===== config.mk =====
export PLATFORM = sky130hd
export DESIGN_NAME = wb_stream_wr
export DESIGN_NICKNAME = d
export VERILOG_FILES = /design/src/rtl/wb_pkg.sv /design/src/rtl/wb_stream_hold.sv /design/src/rtl/wb_stream_wr.sv
export SDC_FILE = /design/constraint.sdc
export NUM_CORES = 1
export LEC_CHECK = 0
export ABC_AREA = 0
export CAP_MARGIN = 15
export CORE_MARGIN = 5
export CORE_UTILIZATION = 52
export DETAILED_ROUTE_END_ITERATION = 8
export PLACE_DENSITY = 0.92
export SLEW_MARGIN = 20
export SYNTH_ARGS = -nofsm -noshare
export SYNTH_HDL_FRONTEND = slang
export SYNTH_SLANG_ARGS = --single-unit

===== constraint.sdc =====
create_clock -name clk -period 5.4 [get_ports clk]
set_input_delay 0.54 -clock clk [delete_from_list [all_inputs] [get_ports clk]]
set_output_delay 0.54 -clock clk [all_outputs]
set_load 0.02 [all_outputs]

===== src/rtl/wb_pkg.sv =====
// Shared definitions for the stream-to-Wishbone write master.
//
// Contents:
//   wr_state_e : FSM state encoding (IDLE, FILL, WRITE, DONE)
//   sel_ones() : all-ones byte-select mask of a given width
package wb_pkg;

    // Two bits cover the four states of the write master.
    typedef enum logic [1:0] {
        ST_IDLE  = 2'd0,
        ST_FILL  = 2'd1,
        ST_WRITE = 2'd2,
        ST_DONE  = 2'd3
    } wr_state_e;

    // Widest select the helper can produce (a 512-bit bus would need 64 lanes).
    localparam int MAX_SELECT_WIDTH = 64;

    // Builds a mask with the low 'width' bits set. The caller casts the
    // result down to its own select width.
    function automatic logic [MAX_SELECT_WIDTH-1:0] sel_ones(input int width);
        logic [MAX_SELECT_WIDTH-1:0] mask;
        mask = '0;
        for (int i = 0; i < MAX_SELECT_WIDTH; i++) begin
            if (i < width) begin
                mask[i] = 1'b1;
            end
        end
        return mask;
    endfunction

endpackage


===== src/rtl/wb_stream_hold.sv =====
// One-entry stream holding register with flow-through.
//
// Ports:
//   clk, rst   : clock, asynchronous active-high reset
//   clear_i    : discard any stored word
//   load_i     : a stream handshake is happening this cycle
//   data_i     : stream data
//   last_i     : stream last flag
//   consume_i  : the owner takes the word presented on data_o/last_o
//   full_o     : a word is stored in the register
//   valid_o    : a word is available (stored, or arriving this cycle)
//   data_o     : stored word, or incoming word when empty
//   last_o     : last flag belonging to data_o
module wb_stream_hold #(
    parameter int DATA_WIDTH = 32
) (
    input  logic                  clk,
    input  logic                  rst,
    input  logic                  clear_i,
    input  logic                  load_i,
    input  logic [DATA_WIDTH-1:0] data_i,
    input  logic                  last_i,
    input  logic                  consume_i,
    output logic                  full_o,
    output logic                  valid_o,
    output logic [DATA_WIDTH-1:0] data_o,
    output logic                  last_o
);

    logic [DATA_WIDTH-1:0] data_q, data_d;
    logic                  last_q, last_d;
    logic                  valid_q, valid_d;

    // When empty, an incoming word is presented straight through so the
    // owner can use it in the same cycle it is handed over; in that case
    // a simultaneous consume leaves the register empty.
    always_comb begin
        data_d  = data_q;
        last_d  = last_q;
        valid_d = valid_q;
        if (clear_i) begin
            valid_d = 1'b0;
        end else if (load_i && (valid_q || !consume_i)) begin
            data_d  = data_i;
            last_d  = last_i;
            valid_d = 1'b1;
        end else if (consume_i) begin
            valid_d = 1'b0;
        end
    end

    always_ff @(posedge clk or posedge rst) begin
        if (rst) begin
            data_q  <= '0;
            last_q  <= 1'b0;
            valid_q <= 1'b0;
        end else begin
            data_q  <= data_d;
            last_q  <= last_d;
            valid_q <= valid_d;
        end
    end

    assign full_o  = valid_q;
    assign valid_o = valid_q | load_i;
    assign data_o  = valid_q ? data_q : data_i;
    assign last_o  = valid_q ? last_q : last_i;

endmodule


===== src/rtl/wb_stream_wr.sv =====
// Stream-to-Wishbone write master. Words taken from a valid/ready stream
// are written with single Wishbone writes to consecutive word addresses
// starting at a programmed base; completion is reported with a word count.
//
// Optional feature: define WB_STREAM_WR_TIMEOUT_EN to abort a write whose
// ack does not arrive within TIMEOUT_CYCLES strobe cycles (sets err).
//
// Ports:
//   clk, rst                : clock, asynchronous active-high reset
//   start                   : one-cycle start pulse (honoured in IDLE only)
//   base_adr, max_words     : first byte address and word limit, sampled on start
//   busy, done              : transfer in progress / one-cycle completion pulse
//   trunc, err              : ended on word limit without tlast / aborted by timeout
//   word_count              : words acked in the current or last transfer
//   s_tdata/tvalid/tready/tlast : input stream
//   m_wb_*                  : Wishbone master write port
module wb_stream_wr
    import wb_pkg::*;
#(
    parameter int DATA_WIDTH     = 32,
    parameter int ADDR_WIDTH     = 16,
    parameter int SELECT_WIDTH   = DATA_WIDTH / 8,
    parameter int COUNT_WIDTH    = 16,
    parameter int TIMEOUT_CYCLES = 255
) (
    input  logic                    clk,
    input  logic                    rst,
    input  logic                    start,
    input  logic [ADDR_WIDTH-1:0]   base_adr,
    input  logic [COUNT_WIDTH-1:0]  max_words,
    output logic                    busy,
    output logic                    done,
    output logic                    trunc,
    output logic                    err,
    output logic [COUNT_WIDTH-1:0]  word_count,
    input  logic [DATA_WIDTH-1:0]   s_tdata,
    input  logic                    s_tvalid,
    output logic                    s_tready,
    input  logic                    s_tlast,
    output logic [ADDR_WIDTH-1:0]   m_wb_adr_o,
    output logic [DATA_WIDTH-1:0]   m_wb_dat_o,
    output logic                    m_wb_we_o,
    output logic [SELECT_WIDTH-1:0] m_wb_sel_o,
    output logic                    m_wb_stb_o,
    output logic                    m_wb_cyc_o,
    input  logic                    m_wb_ack_i
);

    wr_state_e state_q, state_d;

    logic [ADDR_WIDTH-1:0]   base_q, base_d;
    logic [COUNT_WIDTH-1:0]  max_q, max_d;
    logic [COUNT_WIDTH-1:0]  wc_q, wc_d;
    logic [COUNT_WIDTH-1:0]  wcInc;
    logic [ADDR_WIDTH-1:0]   adr_q, adr_d;
    logic [DATA_WIDTH-1:0]   dat_q, dat_d;
    logic                    last_q, last_d;
    logic                    trunc_q, trunc_d;
    logic                    busy_q, busy_d;
    logic                    done_q, done_d;
    logic                    cyc_q, cyc_d;
    logic                    we_q, we_d;
    logic [SELECT_WIDTH-1:0] sel_q, sel_d;

    logic                    holdLoad;
    logic                    holdConsume;
    logic                    holdClear;
    logic                    holdFull;
    logic                    holdValid;
    logic [DATA_WIDTH-1:0]   holdData;
    logic                    holdLast;
    logic                    timeoutHit;

    assign wcInc = wc_q + COUNT_WIDTH'(1);

    // Byte address of word number 'count'; wraps silently at 2^ADDR_WIDTH.
    function automatic logic [ADDR_WIDTH-1:0] word_adr(input logic [COUNT_WIDTH-1:0] count);
        return base_q + ADDR_WIDTH'(count) * ADDR_WIDTH'(SELECT_WIDTH);
    endfunction

    // The stream is only accepted while a transfer still needs words: never
    // once the word on the bus is the final one (tlast or word limit), so a
    // terminated transfer leaves nothing behind in the holding register.
    always_comb begin
        s_tready = 1'b0;
        if (state_q == ST_FILL) begin
            s_tready = !holdFull;
        end else if (state_q == ST_WRITE) begin
            s_tready = !holdFull && !last_q && (wcInc != max_q);
        end
    end

    assign holdLoad = s_tvalid && s_tready;

    wb_stream_hold #(
        .DATA_WIDTH(DATA_WIDTH)
    ) u_hold (
        .clk      (clk),
        .rst      (rst),
        .clear_i  (holdClear),
        .load_i   (holdLoad),
        .data_i   (s_tdata),
        .last_i   (s_tlast),
        .consume_i(holdConsume),
        .full_o   (holdFull),
        .valid_o  (holdValid),
        .data_o   (holdData),
        .last_o   (holdLast)
    );

    // Next-state logic. Registered outputs are derived from the next state
    // so that every bus output changes exactly on the transition edge.
    always_comb begin
        state_d     = state_q;
        base_d      = base_q;
        max_d       = max_q;
        wc_d        = wc_q;
        adr_d       = adr_q;
        dat_d       = dat_q;
        last_d      = last_q;
        trunc_d     = trunc_q;
        holdConsume = 1'b0;
        holdClear   = 1'b0;

        case (state_q)
            ST_IDLE: begin
                if (start) begin
                    base_d    = base_adr;
                    max_d     = max_words;
                    wc_d      = '0;
                    trunc_d   = 1'b0;
                    holdClear = 1'b1;
                    state_d   = (max_words == '0) ? ST_DONE : ST_FILL;
                end
            end
            ST_FILL: begin
                if (holdValid) begin
                    holdConsume = 1'b1;
                    dat_d       = holdData;
                    last_d      = holdLast;
                    adr_d       = word_adr(wc_q);
                    state_d     = ST_WRITE;
                end
            end
            ST_WRITE: begin
                if (m_wb_ack_i) begin
                    wc_d = wcInc;
                    if (last_q) begin
                        state_d = ST_DONE;
                    end else if (wcInc == max_q) begin
                        trunc_d = 1'b1;
                        state_d = ST_DONE;
                    end else if (holdValid) begin
                        // Back-to-back: strobe stays up with the next word.
                        holdConsume = 1'b1;
                        dat_d       = holdData;
                        last_d      = holdLast;
                        adr_d       = word_adr(wcInc);
                    end else begin
                        state_d = ST_FILL;
                    end
                end else if (timeoutHit) begin
                    holdClear = 1'b1;
                    state_d   = ST_DONE;
                end
            end
            ST_DONE: begin
                state_d = ST_IDLE;
            end
            default: begin
                state_d = ST_IDLE;
            end
        endcase

        busy_d = (state_d != ST_IDLE);
        done_d = (state_d == ST_DONE);
        cyc_d  = (state_d == ST_WRITE);
        we_d   = cyc_d;
        sel_d  = cyc_d ? SELECT_WIDTH'(sel_ones(SELECT_WIDTH)) : '0;
    end

    always_ff @(posedge clk or posedge rst) begin
        if (rst) begin
            state_q <= ST_IDLE;
            base_q  <= '0;
            max_q   <= '0;
            wc_q    <= '0;
            adr_q   <= '0;
            dat_q   <= '0;
            last_q  <= 1'b0;
            trunc_q <= 1'b0;
            busy_q  <= 1'b0;
            done_q  <= 1'b0;
            cyc_q   <= 1'b0;
            we_q    <= 1'b0;
            sel_q   <= '0;
        end else begin
            state_q <= state_d;
            base_q  <= base_d;
            max_q   <= max_d;
            wc_q    <= wc_d;
            adr_q   <= adr_d;
            dat_q   <= dat_d;
            last_q  <= last_d;
            trunc_q <= trunc_d;
            busy_q  <= busy_d;
            done_q  <= done_d;
            cyc_q   <= cyc_d;
            we_q    <= we_d;
            sel_q   <= sel_d;
        end
    end

`ifdef WB_STREAM_WR_TIMEOUT_EN
    localparam int TW = (TIMEOUT_CYCLES < 2) ? 1 : $clog2(TIMEOUT_CYCLES + 1);

    logic [TW-1:0] toCnt_q, toCnt_d;
    logic          err_q, err_d;

    // The counter holds the number of strobe cycles already spent without
    // ack; the abort fires in the TIMEOUT_CYCLES-th such cycle.
    assign timeoutHit = cyc_q && !m_wb_ack_i && (toCnt_q == TW'(TIMEOUT_CYCLES - 1));

    always_comb begin
        toCnt_d = '0;
        if (cyc_q && !m_wb_ack_i) begin
            toCnt_d = toCnt_q + TW'(1);
        end
        err_d = err_q;
        if (state_q == ST_IDLE && start) begin
            err_d = 1'b0;
        end else if (state_q == ST_WRITE && timeoutHit) begin
            err_d = 1'b1;
        end
    end

    always_ff @(posedge clk or posedge rst) begin
        if (rst) begin
            toCnt_q <= '0;
            err_q   <= 1'b0;
        end else begin
            toCnt_q <= toCnt_d;
            err_q   <= err_d;
        end
    end

    assign err = err_q;
`else
    assign timeoutHit = 1'b0;
    assign err        = 1'b0;
`endif

    assign busy       = busy_q;
    assign done       = done_q;
    assign trunc      = trunc_q;
    assign word_count = wc_q;
    assign m_wb_adr_o = adr_q;
    assign m_wb_dat_o = dat_q;
    assign m_wb_we_o  = we_q;
    assign m_wb_sel_o = sel_q;
    assign m_wb_stb_o = cyc_q;
    assign m_wb_cyc_o = cyc_q;

endmodule


==> results.toml, run 1 <==
[outcome]
status = "finished clean"

[logic_synthesis]
ys_seq_area_share_pct = 47.0
avgSynthCellArea_um2 = 10.8
async_flop_share_pct = 100
synthesis.area_um2 = 7300
synth_seq_cells = 137
ys.flop_type = "dfrtp_1"
yosys_warnings = 0
synth_edf_count = 0
synthCells = 673
ys_types = 60
postSynthNetCount = 762

[cts]
hold_buffers = 0
tritoncts = "done"
postCtsSetupRepairBufs = 0
cts_resized = 0
ctsRootBufferMaster = "clkbuf_16"
cts_buffers = 17
path_clk_slew_ns = 0.06
clock_sinks = 137
cts.htree.levels = 4
clock_path_buffers = 2
clkLatencyLatePin_ns = 0.42

[timing]
relSlewSlack_pct = 24.3
post-route-period-util_pct = 85.2
hold_violations = 0
fmax_ghz = 0.217
tightest_slew_ns = 1.14
finalCriticalPeriod_ns = 4.60
finalSetupViolCount = 0
tns_ns = 0
slew_viol_final = 0
rsz0062_at_grt = "false"
clock_skew_ns = 0.00617

[die]
start_util_pct = 52.8
coreArea_um2 = 13800
die-area_um2 = 16500
die_w_um = 128
die_y_um = 128
core.rowCount = 43
io_pins = 146

[drt]
via_count = 5688
via_per_inst = 5.75
drt_iter0_drc = 496
wl_per_cell_um = 18.2
drt_first_pass_iters = 6
drc = 0
antenna_left = 0
routed_wirelength_mm = 18.0

[worst_setup_path]
worstReg2RegEnd = "m_wb_adr_o[15]$_DFFE_PP0P_"
crit_type = "register to output port"
cp.required_ns = 4.86
path_max_fanout = 8
end_kind = "output port"
timing.rr.start = "state_q[0]$_DFF_PP0_"
worst_r2r_path_depth = 14
cp.arrival_ns = 4.06
rrSetupSlack_ns = 1.22
cp-start-kind = "register"

[placed_design]
portBuffers = 144
place_congestion = 0.923
hpwl_mm = 12.5

[cells_and_area]
multi_input_area_um2 = 3540
diodes = 0
drive_gt1_share_pct = 15.3
finalNetCount = 886
seq_area_um2 = 3430
fill_cells = 987
synthToLayoutAreaGrowth_pct = 27.7

[global_routing]
grt_pass1_wl_mm = 29.0
grt_pass1_vias = 5651
grt_overflow = 0
grt_antenna_before_repair = 0
gr-usage-all-layers_pct = 22.2
grt_max_degree = 99

[hold_path]
hold_class = "register to register"
min_to = "m_wb_dat_o[22]$_DFFE_PP0P_"
worstHoldPathCells = 2
hp-start = "m_wb_dat_o[22]$_DFFE_PP0P_"

[power]
leakage_nw = 4.06
powerDensity_nw_per_um2 = 575
ir_worst_vdd_mv = 0.239
p_total_w = 0.00536

[run]
cap_violations = 0
## worst max-delay path by stage
stage                              start                    endpoint
2_1_floorplan                        rst       base_q[0]$_DFFE_PP0P_
3_3_place_gp        state_q[0]$_DFF_PP0_  m_wb_adr_o[15]$_DFFE_PP0P_
3_5_place_dp        state_q[0]$_DFF_PP0_  m_wb_adr_o[15]$_DFFE_PP0P_
4_1_cts        word_count[0]$_DFFE_PP0P_                    s_tready
5_1_grt        word_count[1]$_DFFE_PP0P_                    s_tready
6_report       word_count[0]$_DFFE_PP0P_                    s_tready
## worst max-delay path, cell delays in order (launching register included)
cell and delay [ns]:
dfrtp_1 0.50, ha_1 0.36, nand3_1 0.20, nor2_1 0.35, xnor2_1 0.17, o22ai_1 0.10, or4_4 0.56, or4_4 0.54
a31oi_1 0.20, nor2_1 0.05, clkdlybuf4s50_1 0.60
## per-stage QoR
stage                     cell area (µm²)  instances  setup WS [ns]  utilization, %  hold slack (ns)
final                                9320        990          0.801            67.4            0.479
after CTS                            9320        990          0.839            67.4            0.483
after floorplan                      7300        673           1.19               -            0.475
after global routing                 9320        990          0.567            67.4            0.505
after detailed placement             8750        958           1.22            63.3            0.469
after global placement               8750        958           1.39            63.3            0.460
## routing by layer
| metal | track usage [%] | vias up | wire [µm] |
|---|---|---|---|
| met5 | 0 | - | 0 |
| met4 | 6.93 | 0 | 349 |
| met3 | 6.10 | 28 | 1260 |
| met2 | 37.1 | 233 | 8870 |
| met1 | 28.0 | 2801 | 7560 |
| li1 | - | 2626 | - |
## final cells by class
type,instances,share of cell area [%]
inverter,17,0.739
multi-input combinational,474,38.0
sequential,137,36.8
clock inverter,14,1.48
timing repair buffer,150,16.0
clock buffer,18,4.61
tap,180,2.42
## where the power goes
group	switching (W)	internal, W	total (W)
Sequential	0.000374	0.00148	0.00186
Combinational	0.00118	0.00121	0.00239
Clock	0.000473	0.000642	0.00111
## cell usage after synthesis (all sizes together) (2+ instances only)
cell,n,share of area [%]
mux2i,32,4.4
a311o,3,0.41
and2,4,0.34
nor4,6,0.72
clkbuf,17,0.93
nor2,27,1.4
xnor2,32,3.8
o31ai,4,0.41
nor3,10,0.69
nor2b,3,0.26
dfrtp,137,47
a31oi,6,0.72
nor3b,3,0.31
and4,3,0.39
nand4,7,0.60
nand3,14,0.96
nand2b,3,0.26
a21o,3,0.31
a21oi,21,1.4
mux2,71,13
or3,3,0.26
buf,28,2.7
o21ai,80,5.5
or4,3,0.41
and3,7,0.74
o221a,2,0.31
inv,17,0.87
xor2,13,1.6
a211oi,2,0.21
o21bai,2,0.21
nand2,74,3.8
ha,18,3.1
## cell families (layout without fill, tap and decap cells)
group	after synthesis	count (layout)	share of synthesized area, %
and+or+nand+nor	169	169	11.3
AOI/OAI and AO/OA	137	137	11.4
DFF	137	137	47.0
muxes	103	103	16.9
buffers and inverters	62	199	4.53
xor gates and xnor gates	45	45	5.40
adders and majority gates	19	19	3.36
other	1	1	0.0514
## cells in the final DEF (no fill, tap or decap), types with 3 or more instances in the layout
master / synthesis / layout
o21ai_0: 80 / 80
clkdlybuf4s50_1: 0 / 144
or3_1: 3 / 3
nand2_1: 74 / 74
nor4_1: 5 / 5
a31oi_1: 5 / 5
a21oi_1: 21 / 21
o31ai_1: 4 / 4
mux2_2: 40 / 40
xor2_1: 13 / 13
a21o_1: 3 / 3
nor3b_1: 3 / 3
nor3_1: 10 / 10
ha_1: 18 / 18
clkinv_4: 0 / 5
and2_1: 4 / 4
nand2b_1: 3 / 3
clkbuf_16: 0 / 17
nand4_1: 7 / 7
dfrtp_1: 137 / 136
buf_4: 12 / 6
nor2b_1: 3 / 3
nor2_1: 27 / 27
and3_1: 5 / 5
inv_1: 17 / 16
inv_6: 0 / 6
mux2i_1: 32 / 32
a311o_1: 3 / 3
xnor2_1: 32 / 32
mux2_4: 31 / 31
nand3_1: 14 / 14
## state kept, by name, indices dropped and copies added, names as in the netlist, 2 cells and up
name	flops
m_wb_dat_o	32
state_q	2
base_q	16
word_count	16
max_q	16
u_hold.data_q	32
m_wb_adr_o	16
No activity file was read; power rests on OpenSTA's default activity.
==> run 2, diff against run 1 <==
--- a/config.mk
+++ b/config.mk
@@ -11,7 +11,7 @@
 export CORE_UTILIZATION = 52
 export DETAILED_ROUTE_END_ITERATION = 8
 export PLACE_DENSITY = 0.92
-export SLEW_MARGIN = 20
+export SLEW_MARGIN = 40
 export SYNTH_ARGS = -nofsm -noshare
 export SYNTH_HDL_FRONTEND = slang
 export SYNTH_SLANG_ARGS = --single-unit
==> run 2 against run 1 <==
Compared with the run above:
- count of clock-buffer cells in the layout rose by 1
- hold slack got worse by 0.0023 ns
- die area did not move
- sequential share of layout area barely moved
- routed wire length fell by 1.1%
- non-clock buffer count did not move
- critical path depth did not move
- sequential cell count did not move
==> results.toml, run 2 (synthesis results as in run 1) <==
[cells_and_area]
synthToLayoutAreaGrowth_pct = 27.8
final_common_cell = "clkdlybuf4s50_1"
drive_gt1_share_pct = 15.6
diodes = 0
finalNetCount = 886
fin_util_pct = 67.4
final_cell_mix = "clkdlybuf4s50_1, dfrtp_1, o21ai_0, nand2_1, mux2_2"

[worst_setup_path]
end_kind = "output port"
path_buf_inv = 1
crit_start = "word_count[0]$_DFFE_PP0P_"
path_max_fanout = 8
worstReg2RegEnd = "m_wb_adr_o[15]$_DFFE_PP0P_"
timing.rr.start = "state_q[0]$_DFF_PP0_"
crit_type = "register to output port"
crit_end = "s_tready"
cp_slowest_cell = "clkdlybuf4s50_1"
worst_r2r_path_depth = 14
cp.arrival_ns = 3.99
rrSetupSlack_ns = 1.17
cp.required_ns = 4.86
cp-start-kind = "register"
cp.depth = 10
slowest_delay_ns = 0.58
cp_top_family = "simple AND/OR/NAND/NOR gates"
crit_chain = "ha_1, nand3_1, nor2_1, xnor2_1, o22ai_1, or4_4, or4_4, a31oi_1, nor2_1, clkdlybuf4s50_1"

[timing]
post-route-period-util_pct = 83.9
hold_violations = 0
tns_ns = 0
finalCriticalPeriod_ns = 4.53
fmax_ghz = 0.221
rsz0062_at_grt = "false"
whs_ns = 0.477
final.setup.worst_slack_ns = 0.871
clock_skew_ns = 0.00994
relSlewSlack_pct = 54.4
tightest_slew_ns = 0.683
slew_viol_final = 0
finalSetupViolCount = 0

[power]
powerDensity_nw_per_um2 = 571
leakage_nw = 4.05
ir_worst_vdd_mv = 0.252

[global_routing]
gr-usage-all-layers_pct = 22.0
grt_antenna_before_repair = 0
grt_max_degree = 99
grtUsageMet1_pct = 27.9
busiest_layer = "met2"
met3_usage_pct = 5.35
grt_pass1_vias = 5670
grt_overflow = 0
grtUsageMet2_pct = 36.7
grt_pass1_wl_mm = 28.7

[cts]
hold_buffers = 0
ctsRootBufferMaster = "clkbuf_16"
cts_resized = 0
cts.htree.levels = 4
clock_path_buffers = 2
tritoncts = "done"
path_clk_slew_ns = 0.06
clkLatencyLatePin_ns = 0.43
cts_buffers = 17
postCtsSetupRepairBufs = 0
clock_sinks = 137

[hold_path]
worstHoldPathCells = 2
hold_class = "register to register"

[die]
die-area_um2 = 16500
core.rowCount = 43
die_y_um = 128
io_pins = 146
die_w_um = 128
coreArea_um2 = 13800
start_util_pct = 52.8

[placed_design]
place_congestion = 0.923
dp_slack_ns = 1.20
portBuffers = 144
hpwl_mm = 12.6

[drt]
antenna_left = 0
via_per_inst = 5.72
routed_wirelength_mm = 17.8
via_count = 5662
drc = 0
wl_per_cell_um = 18.0
drt_first_pass_iters = 5
drt_iter0_drc = 491

[outcome]
status = "finished clean"

[run]
cap_violations = 0
[run 2: tightest hold or removal path, cell delays in order, from the launching register on]
cell     delay, ns
dfrtp_1       0.34
nand2_1       0.04
o21ai_0       0.06
[run 2: area by class of cell]
cell class                 instances  area, µm²
clock inverter                    13        110
tap                              180        225
timing repair buffer             150       1490
fill                            1006       4500
inverter                          17       71.3
sequential                       137       3430
multi-input combinational        474       3560
clock buffer                      19        443
[run 2: how the worst min path moves through the flow]
stage,start,end,slack (ns)
after floorplan,base_q[0]$_DFFE_PP0P_,m_wb_adr_o[0]$_DFFE_PP0P_,0.47
after global placement,m_wb_adr_o[13]$_DFFE_PP0P_,m_wb_adr_o[13]$_DFFE_PP0P_,0.46
after detailed placement,m_wb_dat_o[22]$_DFFE_PP0P_,m_wb_dat_o[22]$_DFFE_PP0P_,0.47
after CTS,m_wb_dat_o[22]$_DFFE_PP0P_,m_wb_dat_o[22]$_DFFE_PP0P_,0.48
after global routing,m_wb_dat_o[22]$_DFFE_PP0P_,m_wb_dat_o[22]$_DFFE_PP0P_,0.50
final,m_wb_dat_o[3]$_DFFE_PP0P_,m_wb_dat_o[3]$_DFFE_PP0P_,0.48
[run 2: per-stage QoR]
step	power [W]	cell area [µm²]	std cells
floorplan	0.00343	7300	673
global placement	0.00413	8750	958
detailed placement	0.00422	8760	958
CTS	0.00535	9310	990
global route	0.00564	9320	990
finish	0.00533	9320	990
[run 2: power by group]
part	total, W	switching, W	internal, W
Clock	0.00109	0.000476	0.000610
Sequential	0.00186	0.000372	0.00149
Combinational	0.00238	0.00117	0.00121
[run 2: routing by layer]
layer,routed length [µm],vias up
li1,-,2624
met1,7450,2809
met2,8830,192
met3,1160,37
met4,404,0
met5,0,-
==> run 3, diff against run 2 <==
==> constraint.sdc (replaced) <==
create_clock -name clk -period 4.3 [get_ports clk]
set_input_delay 0.43 -clock clk [delete_from_list [all_inputs] [get_ports clk]]
set_output_delay 0.43 -clock clk [all_outputs]
set_load 0.02 [all_outputs]
==> run 3 against run 2 <==
Compared with the run above:
- via count rose by 0.34%
- cell count rose by 1.5%
- hold slack improved by 0.0093 ns
- sequential cell count did not move
- clock skew rose by 0.0014 ns
- global-route usage rose by 1.1 points
- die area did not move
- cell area rose by 2.4%
- non-clock buffer count rose by 15
==> results.toml, run 3 (synthesis results as in run 1) <==
[worst_setup_path]
cp-start-kind = "register"
cp.arrival_ns = 3.73
rrSetupSlack_ns = 0.40
end_kind = "output port"
worstReg2RegEnd = "m_wb_adr_o[15]$_DFFE_PP0P_"
cp.required_ns = 3.87
worst_r2r_path_depth = 15
crit_type = "register to output port"
timing.rr.start = "state_q[0]$_DFF_PP0_"
path_max_fanout = 12

[drt]
drt_first_pass_iters = 5
drt_iter0_drc = 562
drc = 0
antenna_left = 0
wl_per_cell_um = 18.7
via_count = 5681
via_per_inst = 5.65
routed_wirelength_mm = 18.8

[cts]
path_clk_slew_ns = 0.06
clkLatencyLatePin_ns = 0.43
tritoncts = "done"
cts.htree.levels = 4
ctsRootBufferMaster = "clkbuf_16"
clock_sinks = 137
clock_path_buffers = 2
cts_buffers = 17

[global_routing]
grtUsageMet2_pct = 38.7
grt_pass1_wl_mm = 30.0
grt_max_degree = 94
grt_overflow = 0
met3_usage_pct = 6.27
busiest_layer = "met2"
grtUsageMet1_pct = 28.3
grt_pass1_vias = 5963
gr-usage-all-layers_pct = 23.0
grt_antenna_before_repair = 0

[timing]
post-route-period-util_pct = 96.7
hold_violations = 0
final.setup.worst_slack_ns = 0.140
clock_skew_ns = 0.0114
finalCriticalPeriod_ns = 4.16
fmax_ghz = 0.240
slew_viol_final = 0
tightest_slew_ns = 0.641
relSlewSlack_pct = 57.0
finalSetupViolCount = 0

[cells_and_area]
diodes = 0
layoutNonFillerInstCount = 1005
drive_gt1_share_pct = 18.7
finalNetCount = 901
final_common_cell = "clkdlybuf4s50_1"
synthToLayoutAreaGrowth_pct = 30.9
final_cell_mix = "clkdlybuf4s50_1, dfrtp_1, o21ai_0, nand2_1, mux2_2"

[hold_path]
min_to = "m_wb_dat_o[5]$_DFFE_PP0P_"
hp-start = "m_wb_dat_o[5]$_DFFE_PP0P_"
worstHoldPathCells = 2
hold_class = "register to register"

[power]
powerDensity_nw_per_um2 = 722
leakage_nw = 4.17
ir_worst_vdd_mv = 0.387
p_total_w = 0.00689

[die]
die_w_um = 128
io_pins = 146
core.rowCount = 43
die-area_um2 = 16500
start_util_pct = 52.8
die_y_um = 128
coreArea_um2 = 13800

[placed_design]
portBuffers = 144
hpwl_mm = 13.2
dp_cells = 965
dp_slack_ns = 0.222
place_congestion = 0.936

[outcome]
status = "finished clean"

[run]
cap_violations = 0
==> run 3: how the worst max path moves through the flow <==
stage | endpoint | start | cells after the start | slack [ns]
after floorplan | base_q[0]$_DFFE_PP0P_ | rst | 1 | 0.20
after global placement | s_tready | word_count[0]$_DFFE_PP0P_ | 10 | 0.38
after detailed placement | m_wb_adr_o[15]$_DFFE_PP0P_ | word_count[0]$_DFFE_PP0P_ | 14 | 0.22
after CTS | s_tready | word_count[1]$_DFFE_PP0P_ | 10 | 0.02
after global routing | s_tready | word_count[2]$_DFFE_PP0P_ | 9 | -0.003
final | s_tready | word_count[2]$_DFFE_PP0P_ | 9 | 0.14
==> run 3: per-layer routing <==
layer / share of wire [%] / up-vias
li1: - / 2652
met1: 41 / 2763
met2: 50 / 222
met3: 6.3 / 44
met4: 2.7 / 0
met5: 0 / -
==> run 3: report_power, final <==
part	internal [W]	leakage [nW]	total (W)	switching [W]
Combinational	0.00155	2.19	0.00311	0.00155
Clock	0.000884	0.291	0.00149	0.000604
Sequential	0.00187	1.68	0.00230	0.000433
Total	0.00430	4.17	0.00689	0.00259
==> run 3: worst max-delay path, cell delays in order, from the launching register on <==
cell and delay [ns]:
dfrtp_2 0.48, nand4_1 0.29, nor4_2 0.36, xnor2_1 0.19, xnor2_1 0.09, or4_4 0.53, or4_4 0.53, a31oi_1 0.19
nor2_1 0.06, clkdlybuf4s50_1 0.58
==> run 3: cell type report <==
type | instances | area, µm²
Tap cell | 180 | 225
Clock buffer | 18 | 439
Multi-Input combinational cell | 474 | 3590
Clock inverter | 14 | 164
Fill cell | 965 | 4280
Timing Repair Buffer | 165 | 1620
Inverter | 17 | 71.3
Sequential cell | 137 | 3440
==> run 3: repair_timing <==
item | CTS | global route
setup buffers | 2 | 6
resized for setup | 6 | 9
hold buffers | 0 | 0
pin swaps | 2 | 2
setup endpoints to repair | 1 | 1
==> run 3: metrics by stage <==
| stage | cell area [µm²] | TNS (ns) | utilization [%] | hold WS [ns] |
|---|---|---|---|---|
| after floorplan | 7300 | 0 | - | 0.475 |
| after global placement | 8830 | 0 | 63.8 | 0.460 |
| after global routing | 9550 | -0.00329 | 69.1 | 0.501 |
| after CTS | 9460 | 0 | 68.4 | 0.483 |
| after detailed placement | 8830 | 0 | 63.8 | 0.469 |
| final | 9550 | 0 | 69.1 | 0.486 |
